File: config.mk
export PLATFORM = sky130hd
export DESIGN_NAME = dma_rc_tracker_flat
export DESIGN_NICKNAME = d
export VERILOG_FILES = /design/src/rtl/dma_rc_tracker_if.sv /design/src/rtl/dma_rc_tracker.sv /design/src/flat_wrapper.sv
export SDC_FILE = /design/constraint.sdc
export NUM_CORES = 2
export LEC_CHECK = 0
export ABC_AREA = 0
export BUFFER_PORTS_ARGS = -buffer_cell sky130_fd_sc_hd__buf_4
export CAP_MARGIN = 20
export CORE_AREA = 2 2 386 388
export CTS_CLUSTER_SIZE = 30
export DETAILED_ROUTE_END_ITERATION = 6
export DIE_AREA = 0 0 388 390
export GPL_TIMING_DRIVEN = 0
export RECOVER_POWER = 100
export SLEW_MARGIN = 20
export SYNTH_ARGS = -nofsm -noshare
export SYNTH_HDL_FRONTEND = slang
export SYNTH_SLANG_ARGS = --single-unit
File: constraint.sdc
create_clock -name CLK -period 13.73 [get_ports CLK]
set_input_delay 2.746 -clock CLK [delete_from_list [all_inputs] [get_ports CLK]]
set_output_delay 2.746 -clock CLK [all_outputs]
set_load 0.01 [all_outputs]
File: src/rtl/dma_rc_tracker_if.sv
// RC completion stream in, s2c FIFO stream out, grouped for the requester-completion tracker.
// The slave modport is the tracker's view; master is the view of whoever drives RC and sinks s2c.
interface dma_rc_tracker_if #(
  parameter int C_BUS_DATA_WIDTH  = 256,
  parameter int C_BUS_KEEP_WIDTH  = C_BUS_DATA_WIDTH/32,
  parameter int C_RC_TUSER_WIDTH  = 75,
  parameter int C_RC_TREADY_WIDTH = 22
);
  logic [C_BUS_DATA_WIDTH-1:0]  S_AXIS_RC_TDATA;
  logic [C_RC_TUSER_WIDTH-1:0]  S_AXIS_RC_TUSER;
  logic                         S_AXIS_RC_TLAST;
  logic [C_BUS_KEEP_WIDTH-1:0]  S_AXIS_RC_TKEEP;
  logic                         S_AXIS_RC_TVALID;
  logic [C_RC_TREADY_WIDTH-1:0] S_AXIS_RC_TREADY;

  logic                         S2C_FIFO_TVALID;
  logic [C_BUS_DATA_WIDTH-1:0]  S2C_FIFO_TDATA;
  logic                         S2C_FIFO_TLAST;
  logic [C_BUS_KEEP_WIDTH-1:0]  S2C_FIFO_TKEEP;
  logic [7:0]                   S2C_FIFO_TTAG;
  logic                         S2C_FIFO_TREADY;

  modport slave (
    input  S_AXIS_RC_TDATA, S_AXIS_RC_TUSER, S_AXIS_RC_TLAST, S_AXIS_RC_TKEEP, S_AXIS_RC_TVALID,
    output S_AXIS_RC_TREADY,
    output S2C_FIFO_TVALID, S2C_FIFO_TDATA, S2C_FIFO_TLAST, S2C_FIFO_TKEEP, S2C_FIFO_TTAG,
    input  S2C_FIFO_TREADY
  );

  modport master (
    output S_AXIS_RC_TDATA, S_AXIS_RC_TUSER, S_AXIS_RC_TLAST, S_AXIS_RC_TKEEP, S_AXIS_RC_TVALID,
    input  S_AXIS_RC_TREADY,
    input  S2C_FIFO_TVALID, S2C_FIFO_TDATA, S2C_FIFO_TLAST, S2C_FIFO_TKEEP, S2C_FIFO_TTAG,
    output S2C_FIFO_TREADY
  );
endinterface

File: src/rtl/dma_rc_tracker.sv
// Requester-completion tracker: forwards RC completion beats to the s2c FIFO and tracks
// received dwords per outstanding tag, raising completion / error / timeout pulses.
module dma_rc_tracker #(
  parameter int C_BUS_DATA_WIDTH  = 256,
  parameter int C_BUS_KEEP_WIDTH  = C_BUS_DATA_WIDTH/32,
  parameter int C_RC_TUSER_WIDTH  = 75,
  parameter int C_RC_TREADY_WIDTH = 22,
  parameter int C_WINDOW_SIZE     = 16,
  parameter int C_TIMEOUT_CYCLES  = 65535,
  parameter int C_FORWARD         = 1
) (
  input  logic                         CLK,
  input  logic                         RST,
  dma_rc_tracker_if.slave              bus,
  input  logic [C_WINDOW_SIZE-1:0]     BUSY_TAGS,
  input  logic [C_WINDOW_SIZE*11-1:0]  SIZE_TAGS,
  output logic [C_WINDOW_SIZE-1:0]     COMPLETED_TAGS,
  output logic [C_WINDOW_SIZE-1:0]     ERROR_TAGS,
  output logic [C_WINDOW_SIZE-1:0]     TIMEOUT_TAGS,
  output logic                         END_OF_TAG,
  output logic [7:0]                   LAST_TAG,
  output logic [63:0]                  BYTE_COUNT,
  output logic [31:0]                  UNEXPECTED_COUNT
);

  localparam int IDX_W = (C_WINDOW_SIZE > 1) ? $clog2(C_WINDOW_SIZE) : 1;
  localparam int TMR_W = (C_TIMEOUT_CYCLES > 1) ? $clog2(C_TIMEOUT_CYCLES) : 1;
  localparam logic [TMR_W-1:0] TMR_LAST =
    TMR_W'((C_TIMEOUT_CYCLES > 0) ? C_TIMEOUT_CYCLES - 1 : 0);
  localparam bit TMR_EN = (C_TIMEOUT_CYCLES > 0);

  logic        rdy;
  logic        acc;
  logic        acc_sop;
  logic        acc_last;
  logic        sop_p0;

  logic [7:0]  in_tag;
  logic [10:0] in_dw;
  logic        in_err;
  logic        in_trk;

  logic [7:0]  hdr_tag_p1;
  logic [10:0] hdr_dw_p1;
  logic        hdr_err_p1;
  logic        hdr_trk_p1;

  logic [7:0]  cur_tag;
  logic [10:0] cur_dw;
  logic        cur_err;
  logic        cur_trk;
  logic        evt_last;

  logic        unused_bits;

  // ---- stage p0: handshake and header decode on the live beat ----
  assign rdy = (C_FORWARD != 0) ? bus.S2C_FIFO_TREADY : 1'b1;
  assign bus.S_AXIS_RC_TREADY = {C_RC_TREADY_WIDTH{rdy}};
  assign acc      = bus.S_AXIS_RC_TVALID && rdy;
  assign acc_sop  = acc && sop_p0;
  assign acc_last = acc && bus.S_AXIS_RC_TLAST;

  assign in_tag = bus.S_AXIS_RC_TDATA[71:64];
  assign in_dw  = bus.S_AXIS_RC_TDATA[42:32];
  assign in_err = (bus.S_AXIS_RC_TDATA[15:12] != 4'd0);
  assign in_trk = (in_tag < 8'(C_WINDOW_SIZE)) && BUSY_TAGS[in_tag[IDX_W-1:0]];

  // Header fields come from the live beat on SOP, from the latched copy afterwards,
  // so single-beat and multi-beat TLPs resolve through the same path.
  assign cur_tag = sop_p0 ? in_tag : hdr_tag_p1;
  assign cur_dw  = sop_p0 ? in_dw  : hdr_dw_p1;
  assign cur_err = sop_p0 ? in_err : hdr_err_p1;
  assign cur_trk = sop_p0 ? in_trk : hdr_trk_p1;
  assign evt_last = acc_last && cur_trk;

  generate
    if (C_FORWARD != 0) begin : g_fwd
      assign bus.S2C_FIFO_TVALID = bus.S_AXIS_RC_TVALID;
      assign bus.S2C_FIFO_TDATA  = bus.S_AXIS_RC_TDATA;
      assign bus.S2C_FIFO_TLAST  = bus.S_AXIS_RC_TLAST;
      assign bus.S2C_FIFO_TKEEP  = bus.S_AXIS_RC_TKEEP;
      assign bus.S2C_FIFO_TTAG   = sop_p0 ? in_tag : hdr_tag_p1;
    end else begin : g_sink
      assign bus.S2C_FIFO_TVALID = 1'b0;
      assign bus.S2C_FIFO_TDATA  = '0;
      assign bus.S2C_FIFO_TLAST  = 1'b0;
      assign bus.S2C_FIFO_TKEEP  = '0;
      assign bus.S2C_FIFO_TTAG   = 8'd0;
    end
  endgenerate

  assign unused_bits = ^{bus.S_AXIS_RC_TUSER, bus.S_AXIS_RC_TDATA, bus.S_AXIS_RC_TKEEP};

  // ---- stage p1: SOP tracking, header latch and global counters ----
  always_ff @(posedge CLK) begin
    if (RST) begin
      sop_p0           <= 1'b1;
      hdr_err_p1       <= 1'b0;
      hdr_trk_p1       <= 1'b0;
      hdr_tag_p1       <= 8'd0;
      END_OF_TAG       <= 1'b0;
      LAST_TAG         <= 8'd0;
      BYTE_COUNT       <= 64'd0;
      UNEXPECTED_COUNT <= 32'd0;
    end else begin
      END_OF_TAG <= acc_last;
      if (acc) begin
        sop_p0 <= bus.S_AXIS_RC_TLAST;
      end
      if (acc_sop) begin
        hdr_err_p1 <= in_err;
        hdr_trk_p1 <= in_trk;
        hdr_tag_p1 <= in_tag;
        LAST_TAG   <= in_tag;
        if (!in_trk) begin
          UNEXPECTED_COUNT <= UNEXPECTED_COUNT + 32'd1;
        end else if (!in_err) begin
          BYTE_COUNT <= BYTE_COUNT + {51'd0, in_dw, 2'b00};
        end
      end
    end
  end

  always_ff @(posedge CLK) begin
    if (acc_sop) begin
      hdr_dw_p1 <= in_dw;
    end
  end

  // ---- stage p1: per-tag word counter, inactivity timer and result pulses ----
  genvar j;
  generate
    for (j = 0; j < C_WINDOW_SIZE; j++) begin : g_tag
      logic [10:0]      wcnt;
      logic [TMR_W-1:0] tmr;
      logic             tflag;
      logic             comp_q;
      logic             err_q;
      logic             to_q;
      logic [10:0]      size;
      logic [11:0]      sum;
      logic             hit_last;
      logic             hit_sop;
      logic             tmr_end;

      assign size     = SIZE_TAGS[11*j +: 11];
      assign sum      = {1'b0, wcnt} + {1'b0, cur_dw};
      assign hit_last = evt_last && (cur_tag == 8'(j));
      assign hit_sop  = acc_sop && in_trk && (in_tag == 8'(j));
      assign tmr_end  = TMR_EN && !tflag && (tmr == TMR_LAST);

      // Error outranks completion, and both outrank a timeout landing in the same
      // cycle; a suppressed timeout stays armed and fires on the next cycle.
      always_ff @(posedge CLK) begin
        if (RST || !BUSY_TAGS[j]) begin
          wcnt   <= 11'd0;
          tmr    <= '0;
          tflag  <= 1'b0;
          comp_q <= 1'b0;
          err_q  <= 1'b0;
          to_q   <= 1'b0;
        end else begin
          comp_q <= 1'b0;
          err_q  <= 1'b0;
          to_q   <= 1'b0;
          if (hit_last) begin
            if (cur_err) begin
              err_q <= 1'b1;
              wcnt  <= 11'd0;
            end else if (sum >= {1'b0, size}) begin
              comp_q <= 1'b1;
              wcnt   <= 11'd0;
            end else begin
              wcnt <= sum[10:0];
            end
          end else if (tmr_end) begin
            to_q  <= 1'b1;
            tflag <= 1'b1;
            wcnt  <= 11'd0;
          end
          if (hit_sop) begin
            tmr <= '0;
          end else if (TMR_EN && !tflag && !tmr_end) begin
            tmr <= tmr + TMR_W'(1);
          end
        end
      end

      assign COMPLETED_TAGS[j] = comp_q;
      assign ERROR_TAGS[j]     = err_q;
      assign TIMEOUT_TAGS[j]   = to_q;
    end
  endgenerate

endmodule

File: src/flat_wrapper.sv
// flat-port wrapper written by rule: the top's interface ports become plain ports
module dma_rc_tracker_flat 
#(
  parameter int C_BUS_DATA_WIDTH  = 256,
  parameter int C_BUS_KEEP_WIDTH  = C_BUS_DATA_WIDTH/32,
  parameter int C_RC_TUSER_WIDTH  = 75,
  parameter int C_RC_TREADY_WIDTH = 22,
  parameter int C_WINDOW_SIZE     = 16,
  parameter int C_TIMEOUT_CYCLES  = 65535,
  parameter int C_FORWARD         = 1
)
  (CLK, RST, BUSY_TAGS, SIZE_TAGS, COMPLETED_TAGS, ERROR_TAGS, TIMEOUT_TAGS, END_OF_TAG, LAST_TAG, BYTE_COUNT, UNEXPECTED_COUNT, bus_S_AXIS_RC_TDATA, bus_S_AXIS_RC_TUSER, bus_S_AXIS_RC_TLAST, bus_S_AXIS_RC_TKEEP, bus_S_AXIS_RC_TVALID, bus_S_AXIS_RC_TREADY, bus_S2C_FIFO_TVALID, bus_S2C_FIFO_TDATA, bus_S2C_FIFO_TLAST, bus_S2C_FIFO_TKEEP, bus_S2C_FIFO_TTAG, bus_S2C_FIFO_TREADY);
  dma_rc_tracker_if #(.C_BUS_DATA_WIDTH(C_BUS_DATA_WIDTH), .C_BUS_KEEP_WIDTH(C_BUS_KEEP_WIDTH), .C_RC_TUSER_WIDTH(C_RC_TUSER_WIDTH), .C_RC_TREADY_WIDTH(C_RC_TREADY_WIDTH)) bus_i ();
  input  logic CLK;
  input  logic RST;
  input  logic [C_WINDOW_SIZE-1:0] BUSY_TAGS;
  input  logic [C_WINDOW_SIZE*11-1:0] SIZE_TAGS;
  output logic [C_WINDOW_SIZE-1:0] COMPLETED_TAGS;
  output logic [C_WINDOW_SIZE-1:0] ERROR_TAGS;
  output logic [C_WINDOW_SIZE-1:0] TIMEOUT_TAGS;
  output logic END_OF_TAG;
  output logic [7:0] LAST_TAG;
  output logic [63:0] BYTE_COUNT;
  output logic [31:0] UNEXPECTED_COUNT;
  input wire logic [$bits(bus_i.S_AXIS_RC_TDATA)-1:0] bus_S_AXIS_RC_TDATA;
  input wire logic [$bits(bus_i.S_AXIS_RC_TUSER)-1:0] bus_S_AXIS_RC_TUSER;
  input wire logic [$bits(bus_i.S_AXIS_RC_TLAST)-1:0] bus_S_AXIS_RC_TLAST;
  input wire logic [$bits(bus_i.S_AXIS_RC_TKEEP)-1:0] bus_S_AXIS_RC_TKEEP;
  input wire logic [$bits(bus_i.S_AXIS_RC_TVALID)-1:0] bus_S_AXIS_RC_TVALID;
  output wire logic [$bits(bus_i.S_AXIS_RC_TREADY)-1:0] bus_S_AXIS_RC_TREADY;
  output wire logic [$bits(bus_i.S2C_FIFO_TVALID)-1:0] bus_S2C_FIFO_TVALID;
  output wire logic [$bits(bus_i.S2C_FIFO_TDATA)-1:0] bus_S2C_FIFO_TDATA;
  output wire logic [$bits(bus_i.S2C_FIFO_TLAST)-1:0] bus_S2C_FIFO_TLAST;
  output wire logic [$bits(bus_i.S2C_FIFO_TKEEP)-1:0] bus_S2C_FIFO_TKEEP;
  output wire logic [$bits(bus_i.S2C_FIFO_TTAG)-1:0] bus_S2C_FIFO_TTAG;
  input wire logic [$bits(bus_i.S2C_FIFO_TREADY)-1:0] bus_S2C_FIFO_TREADY;
  assign bus_i.S_AXIS_RC_TDATA = bus_S_AXIS_RC_TDATA;
  assign bus_i.S_AXIS_RC_TUSER = bus_S_AXIS_RC_TUSER;
  assign bus_i.S_AXIS_RC_TLAST = bus_S_AXIS_RC_TLAST;
  assign bus_i.S_AXIS_RC_TKEEP = bus_S_AXIS_RC_TKEEP;
  assign bus_i.S_AXIS_RC_TVALID = bus_S_AXIS_RC_TVALID;
  assign bus_S_AXIS_RC_TREADY = bus_i.S_AXIS_RC_TREADY;
  assign bus_S2C_FIFO_TVALID = bus_i.S2C_FIFO_TVALID;
  assign bus_S2C_FIFO_TDATA = bus_i.S2C_FIFO_TDATA;
  assign bus_S2C_FIFO_TLAST = bus_i.S2C_FIFO_TLAST;
  assign bus_S2C_FIFO_TKEEP = bus_i.S2C_FIFO_TKEEP;
  assign bus_S2C_FIFO_TTAG = bus_i.S2C_FIFO_TTAG;
  assign bus_i.S2C_FIFO_TREADY = bus_S2C_FIFO_TREADY;
  dma_rc_tracker #(.C_BUS_DATA_WIDTH(C_BUS_DATA_WIDTH), .C_BUS_KEEP_WIDTH(C_BUS_KEEP_WIDTH), .C_RC_TUSER_WIDTH(C_RC_TUSER_WIDTH), .C_RC_TREADY_WIDTH(C_RC_TREADY_WIDTH), .C_WINDOW_SIZE(C_WINDOW_SIZE), .C_TIMEOUT_CYCLES(C_TIMEOUT_CYCLES), .C_FORWARD(C_FORWARD)) u_core (.CLK(CLK), .RST(RST), .bus(bus_i), .BUSY_TAGS(BUSY_TAGS), .SIZE_TAGS(SIZE_TAGS), .COMPLETED_TAGS(COMPLETED_TAGS), .ERROR_TAGS(ERROR_TAGS), .TIMEOUT_TAGS(TIMEOUT_TAGS), .END_OF_TAG(END_OF_TAG), .LAST_TAG(LAST_TAG), .BYTE_COUNT(BYTE_COUNT), .UNEXPECTED_COUNT(UNEXPECTED_COUNT));
endmodule
# Word level (Yosys, flattened, before mapping)
# Index checks and enable logic that the tools add are counted.
dict set report op_classes {
  add_sub_neg 34
  order_cmp 18
  eq_ne 46
  muxes 103
  bitwise_logic 18
  n_reduce_logical 235
}
# cell n
set op_table {}
lappend op_table {{2-to-1 mux 11 bit} 65}
lappend op_table {{adder 16 x 1 -> 16 bit (second input constant)} 16}
lappend op_table {{== test 16 bit (second input constant)} 16}
lappend op_table {{adder 11 x 11 -> 12 bit} 16}
lappend op_table {{>= comparator 12 x 11 -> 1 bit} 16}
lappend op_table {{== test 8 x 4 -> 1 bit (second input constant)} 16}
lappend op_table {{OR reduction 2 bit} 48}
lappend op_table {{logical AND 1 bit} 70}
lappend op_table {{adder 64 x 13 -> 64 bit} 1}
lappend op_table {{== test 8 x 3 -> 1 bit (second input constant)} 8}
lappend op_table {{logical NOT 1 bit} 48}
lappend op_table {{OR reduction 3 bit} 16}
lappend op_table {{2-to-1 mux 1 bit} 36}
lappend op_table {{AND reduction 2 bit} 17}
lappend op_table {{adder 32 x 1 -> 32 bit (second input constant)} 1}
lappend op_table {{== test 8 x 2 -> 1 bit (second input constant)} 4}
lappend op_table {{nonzero test 2 bit} 16}
lappend op_table {{NOT 1 bit} 18}
lappend op_table {{== test 8 x 1 -> 1 bit (second input constant)} 2}
lappend op_table {{logical NOT 8 bit} 2}
lappend op_table {{logical OR 1 bit} 16}
lappend op_table {{less-than comparator 8 x 5 -> 1 bit (second input constant)} 1}
lappend op_table {{2-to-1 mux 8 bit} 1}
lappend op_table {{less-than comparator 4 x 5 -> 1 bit (second input constant)} 1}
lappend op_table {{other kinds (3)} 3}
dict set report word_totals {
  reg_bits 615
  inputBits 536
  output_inout_bits 449
  wordCells 558
}

# Depth between registers and ports, before layout
dict set report logic_depth {
  depth_word 8
  mapped_depth 23
}

# Least setup slack after synthesis
# Ideal clock, no wire load.
dict set report synth_timing {
  path_type {input -> register}
  start {input bus_S_AXIS_RC_TDATA[33]}
  end {register u_core.g_tag[3].wcnt[10]}
  t_arrival_ns 8.211
  required_ns 13.671
  path_slack_ns 5.460
  cell_stages 18
  path_buffers 1
  cell_sequence {mux2i_1 > inv_1 > ha_1 > a21o_1 > a221o_1 > o211ai_1 > nand2b_1 > a21oi_1 > xnor2_1 > ha_1 > a21o_1 > a211oi_1 > o21a_1 > o211ai_1 > a21oi_1 > nor4b_1 > buf_2 > a22o_1}
}
dict set report synth_via {
  elab_chain_len 6
}
# element line_no
set synth_lines {}
lappend synth_lines {{start, declared} flat_wrapper.sv:25} ;# input wire logic [$bits(bus_i.S_AXIS_RC_TDATA)-1:0] bus_S_AXIS_RC_TDATA;
lappend synth_lines {{2-to-1 mux 11 bit (*)} dma_rc_tracker.sv:71} ;# assign cur_dw = sop_p0 ? in_dw : hdr_dw_p1;
lappend synth_lines {{adder 11 x 11 -> 12 bit (*)} dma_rc_tracker.sv:147} ;# assign sum = {1'b0, wcnt} + {1'b0, cur_dw};
lappend synth_lines {{>= comparator 12 x 11 -> 1 bit} dma_rc_tracker.sv:170} ;# end else if (sum >= {1'b0, size}) begin
lappend synth_lines {{2-to-1 mux 11 bit (*)} dma_rc_tracker.sv:170}
lappend synth_lines {{2-to-1 mux 11 bit (*)} dma_rc_tracker.sv:167} ;# if (cur_err) begin
lappend synth_lines {{2-to-1 mux 11 bit (*)} dma_rc_tracker.sv:166} ;# if (hit_last) begin
lappend synth_lines {{end signal, assigned} dma_rc_tracker.sv:174} ;# wcnt <= sum[10:0];
lappend synth_lines {{end, declared} dma_rc_tracker.sv:134} ;# logic [10:0] wcnt;
# Mark *: on every way between the ends. The rest lies on a longest branch, timed or not.
# A chain may end at the register's enable or synchronous reset.

# Final worst setup path
dict set report layout_timing {
  start {register u_core.sop_p0}
  end {register u_core.g_tag[1].wcnt[3]}
}
dict set report layout_via {
  elab_chain_len 6
}
# element line_no
set layout_lines {}
lappend layout_lines {{start, declared} dma_rc_tracker.sv:36} ;# logic sop_p0;
lappend layout_lines {{start signal, assigned} dma_rc_tracker.sv:108} ;# sop_p0 <= bus.S_AXIS_RC_TLAST;
lappend layout_lines {{2-to-1 mux 11 bit} dma_rc_tracker.sv:71}
lappend layout_lines {{adder 11 x 11 -> 12 bit} dma_rc_tracker.sv:147}
lappend layout_lines {{>= comparator 12 x 11 -> 1 bit} dma_rc_tracker.sv:170}
lappend layout_lines {{2-to-1 mux 11 bit} dma_rc_tracker.sv:170}
lappend layout_lines {{2-to-1 mux 11 bit} dma_rc_tracker.sv:167}
lappend layout_lines {{2-to-1 mux 11 bit} dma_rc_tracker.sv:166}
lappend layout_lines {{end signal, assigned} dma_rc_tracker.sv:174}
lappend layout_lines {{end, declared} dma_rc_tracker.sv:134}
# Several ways; a longest one is shown, not always the timed one.

==> impl_metrics.csv <==
group,metric,value,unit
status,status,"finished with violations",
status,violations,"capacitance limit, slew limit",
drt,drc_errors,0,
flow_run,drv_cap,5,
clocking,cts_sinks,613,
critical_path,critPathCaptureType,"flip-flop",
timing,fin_crit_sh,0.714,
critical_path,cp_slowest_stage_delay,1.31,ns
power,powerDensity,96.0,nW/µm²
global_routing,grt_pass1_wl,199000,µm
clocking,cts-root-buf,"clkbuf_16",
synth,synth_top_area_frac,0.304,
critical_path,critical_path_class,"flip-flop to flip-flop",
timing,worst_pin_slew,2.17,ns
placement,dpl.hpwl,106000,µm
drt,wl_per_cell,18.3,µm
placement,dpl_cell_area,47200,µm²
critical_path,crit_fanout,16,
cells_and_area,layout.nets,6328,
clocking,post_cts_buffers,0,
synth,synth.area.top_cells,"dfxtp_1, ha_1, buf_4",
critical_path,cp_slowest_cell,"mux2i_1",
drt,via_count,35500,
critical_path,arrival,10.41,ns
die,dieArea,151000,µm²
critical_path,path_depth,21,
critical_path,startpoint,"u_core.sop_p0",
clocking,path_clk_slew,0.06,ns
critical_path,reg2reg_to,"u_core.g_tag[1].wcnt[3]",
drt,vias_per_cell,4.82,
cells_and_area,final_design_area_no_fill,48300,µm²
synth,synth_cell_type_count,78,
drt,drt_wl_total,135000,µm
critical_path,worstSetupEndpoint,"u_core.g_tag[1].wcnt[3]",
synth,ys_ff_latch,613,
cells_and_area,drive_gt1_frac,0.146,
drt,first_pass_iters,5,
critical_path,cp.required,14.34,ns
timing,setup_viol,0,
power,peakVddDrop,0.0924,mV
timing,hold_violations,0,
worst_hold_path,hp-class,"flip-flop to flip-flop",
clocking,cts_resized,0,
synth,synthCells,4630,
drt,ant_nets,0,
synth,synth_largest_area_cell,"dfxtp_1",
power,leakagePower,19.9,nW
synth,async_reset_ff_frac,0,
critical_path,crit_path_frequent_cell,"clkbuf_1",
die,core-area,147000,µm²
synth,ys_warn_count,0,
critical_path,ff2ff_setup_slack,3.93,ns
synth,avgSynthCellArea,8.56,µm²
timing,fin_tns_setup,0,ns
die,die_w,388,µm
cells_and_area,nFillCells,15600,
timing,maxSlewViolCount,46,
global_routing,grt_max_degree,27,
clocking,cts.path.max_buffers,3,
die,top_level_ports,985,
critical_path,path_buf_inv,6,
synth,synth_area,39600,µm²
clocking,insertion_delay,0.68,ns
critical_path,timing.rr.start,"u_core.sop_p0",
die,start_util,0.269,
cells_and_area,area_growth_syn_to_layout,21.7,%
global_routing,grt_pass1_vias,33300,
clocking,h-tree-depth,3,
timing,clock_skew,0.0344,ns
timing,clock.fmax,102,MHz
die,die_h,390,µm
synth,synth_edf_count,11,
critical_path,critical-path-top-delay-family,"buffers and inverters",
clocking,hold_buffers,0,
global_routing,grt-ovfl-total,0,
timing,finalCriticalPeriod,9.80,ns
critical_path,start_kind,"flip-flop",
clocking,cts_buffers,76,
drt,first_iter_violations,2116,
synth,seq_area_frac_synth,0.312,
die,num_rows,141,
placement,port_buffers,663,
global_routing,groute.usage.overall,0.170,
clocking,cts_tree,"built",
critical_path,crit_chain,"clkbuf_1, clkbuf_1, clkbuf_1, clkbuf_1, mux2i_1, inv_1, ha_1, a211oi_1, nor2_1, nor4_1, o31ai_1, nor2_1, xnor2_1, ha_1, a21o_1, a211oi_1, o21ai_0, a311oi_1, nor4b_1, clkbuf_1, a22o_1",
global_routing,antenna_found_initial,9,
critical_path,r2r_cells,21,
timing,slew_headroom,-0.486,
timing,rsz0062_at_grt,"false",
synth,synth_ff_type,"dfxtp_1",
placement,gp_congestion,0.866,
[synthesized netlist by cell type (7+ instances only)]
library cell,n
xor2_1,146
edfxtp_1,11
fa_1,17
a211oi_1,72
mux2i_1,24
o21ai_1,14
a21oi_1,156
mux2_2,16
o31a_1,7
nand3_1,137
and4_1,40
o21a_1,29
nor3_1,109
a311oi_1,11
buf_2,29
clkbuf_1,64
o21bai_1,11
a21o_1,75
buf_4,340
o31ai_1,15
a31oi_1,21
nand4_1,96
a2111oi_0,17
a22o_1,158
o211ai_1,16
nor2b_1,58
nor4_1,91
dfxtp_1,602
o41ai_1,13
nor3b_1,9
a211o_1,10
o2111ai_1,12
o21ai_0,129
ha_1,396
nor4b_1,23
or3_1,47
nand2b_1,46
xnor2_1,260
nor2_1,509
or2_2,10
or4_1,17
and2_1,36
inv_1,332
nand2_1,229
and3_1,71
[power by group]
| part | internal, W | switching, W |
|---|---|---|
| clock | 0.00129 | 0.000880 |
| combinational | 0.000279 | 0.000386 |
| sequential | 0.00179 | 0.00000924 |
[layout make-up]
type | instances | area, µm² | share of cell area
multi-input combinational | 3245 | 23000 | 0.478
sequential | 613 | 12400 | 0.257
timing repair buffer | 670 | 3540 | 0.0735
clock inverter | 33 | 538 | 0.0111
tap | 1930 | 2410 | 0.0500
inverter | 334 | 1250 | 0.0260
clock buffer | 100 | 2150 | 0.0446
antenna | 4 | 10.0 | 0.000207
buffer | 439 | 2910 | 0.0604
[tightest hold or removal path, delay by kind of cell, from the launching register on]
family	cells	cell delay [ns]
flops	1	0.31
simple gates	1	0.05
compound gates	1	0.05
[state kept, by name, indices dropped and copies added (netlist names)]
signal                   count
u_core.sop_p0                1
u_core.LAST_TAG              8
u_core.hdr_trk_p1            1
u_core.END_OF_TAG            1
u_core.hdr_err_p1            1
u_core.g_tag.err_q          16
u_core.g_tag.comp_q         16
u_core.g_tag.tmr           256
u_core.BYTE_COUNT           62
u_core.g_tag.wcnt          176
u_core.hdr_dw_p1            11
u_core.g_tag.to_q           16
u_core.UNEXPECTED_COUNT     32
u_core.g_tag.tflag          16
[cell families (layout without fill, tap and decap cells)]
| family | count (synthesis) | after routing | synth area share |
|---|---|---|---|
| buffers and inverters | 773 | 1576 | 0.107 |
| AOI/OAI and AO/OA | 826 | 826 | 0.147 |
| other | 1 | 6 | 0.0000946 |
| adders and majority gates | 413 | 413 | 0.134 |
| xor gates and xnor gates | 406 | 406 | 0.0897 |
| and+or+nand+nor | 1554 | 1554 | 0.198 |
| muxes | 44 | 44 | 0.0129 |
| DFF | 613 | 613 | 0.312 |
[per-layer routing]
layer	global-route usage	routed length [µm]	up-vias
li1	-	-	17600
met1	0.220	59100	16700
met2	0.282	61900	1126
met3	0.0454	10700	162
met4	0.0389	2980	2
met5	0	13	-
[worst min path at each step]
stage                                   start                        end  depth (start not counted)
floorplan           u_core.g_tag[13].wcnt[10]  u_core.g_tag[13].wcnt[10]                          2
global placement     u_core.g_tag[13].wcnt[0]   u_core.g_tag[13].wcnt[0]                          2
detailed placement   u_core.g_tag[13].wcnt[7]   u_core.g_tag[13].wcnt[7]                          2
CTS                  u_core.g_tag[13].wcnt[7]   u_core.g_tag[13].wcnt[7]                          2
global route         u_core.g_tag[15].wcnt[0]   u_core.g_tag[15].wcnt[0]                          1
finish               u_core.g_tag[13].wcnt[6]   u_core.g_tag[13].wcnt[6]                          2
[layout by cell type, fill, tap and decap left out, drive strengths merged, types with 14 or more instances in the layout]
cell	netlist	routed
nor2b	58	58
a22o	158	158
o21a	29	29
nand4	96	96
o31ai	15	15
nand2b	46	46
a211oi	72	72
o211ai	16	16
or3	47	47
dfxtp	602	602
inv	332	334
xnor2	260	260
fa	17	17
mux2i	24	24
xor2	146	146
mux2	16	16
and3	71	71
a21oi	156	156
or4	17	17
o41ai	14	14
nand3	139	139
and2	36	36
a21o	75	75
o21ai	143	143
nand2	230	230
nor2	509	509
clkbuf	64	645
nor4b	24	24
ha	396	396
nor3	110	110
a31oi	22	22
buf	375	564
clkinv	2	21
nor4	91	91
and4	40	40
a2111oi	17	17
[through the flow]
step                      power [W]  instances  setup slack [ns]  utilization  hold slack (ns)
final                       0.00463       7368              3.93        0.328            0.459
after global routing        0.00484       7365              2.89        0.328            0.483
after CTS                   0.00474       7363              5.17        0.339            0.457
after detailed placement    0.00255       7230              5.20        0.321            0.449
after global placement      0.00253       7224             -1.60        0.320            0.442
after floorplan             0.00225       4631              5.46            -            0.432
No activity file was read; power rests on OpenSTA's default activity.
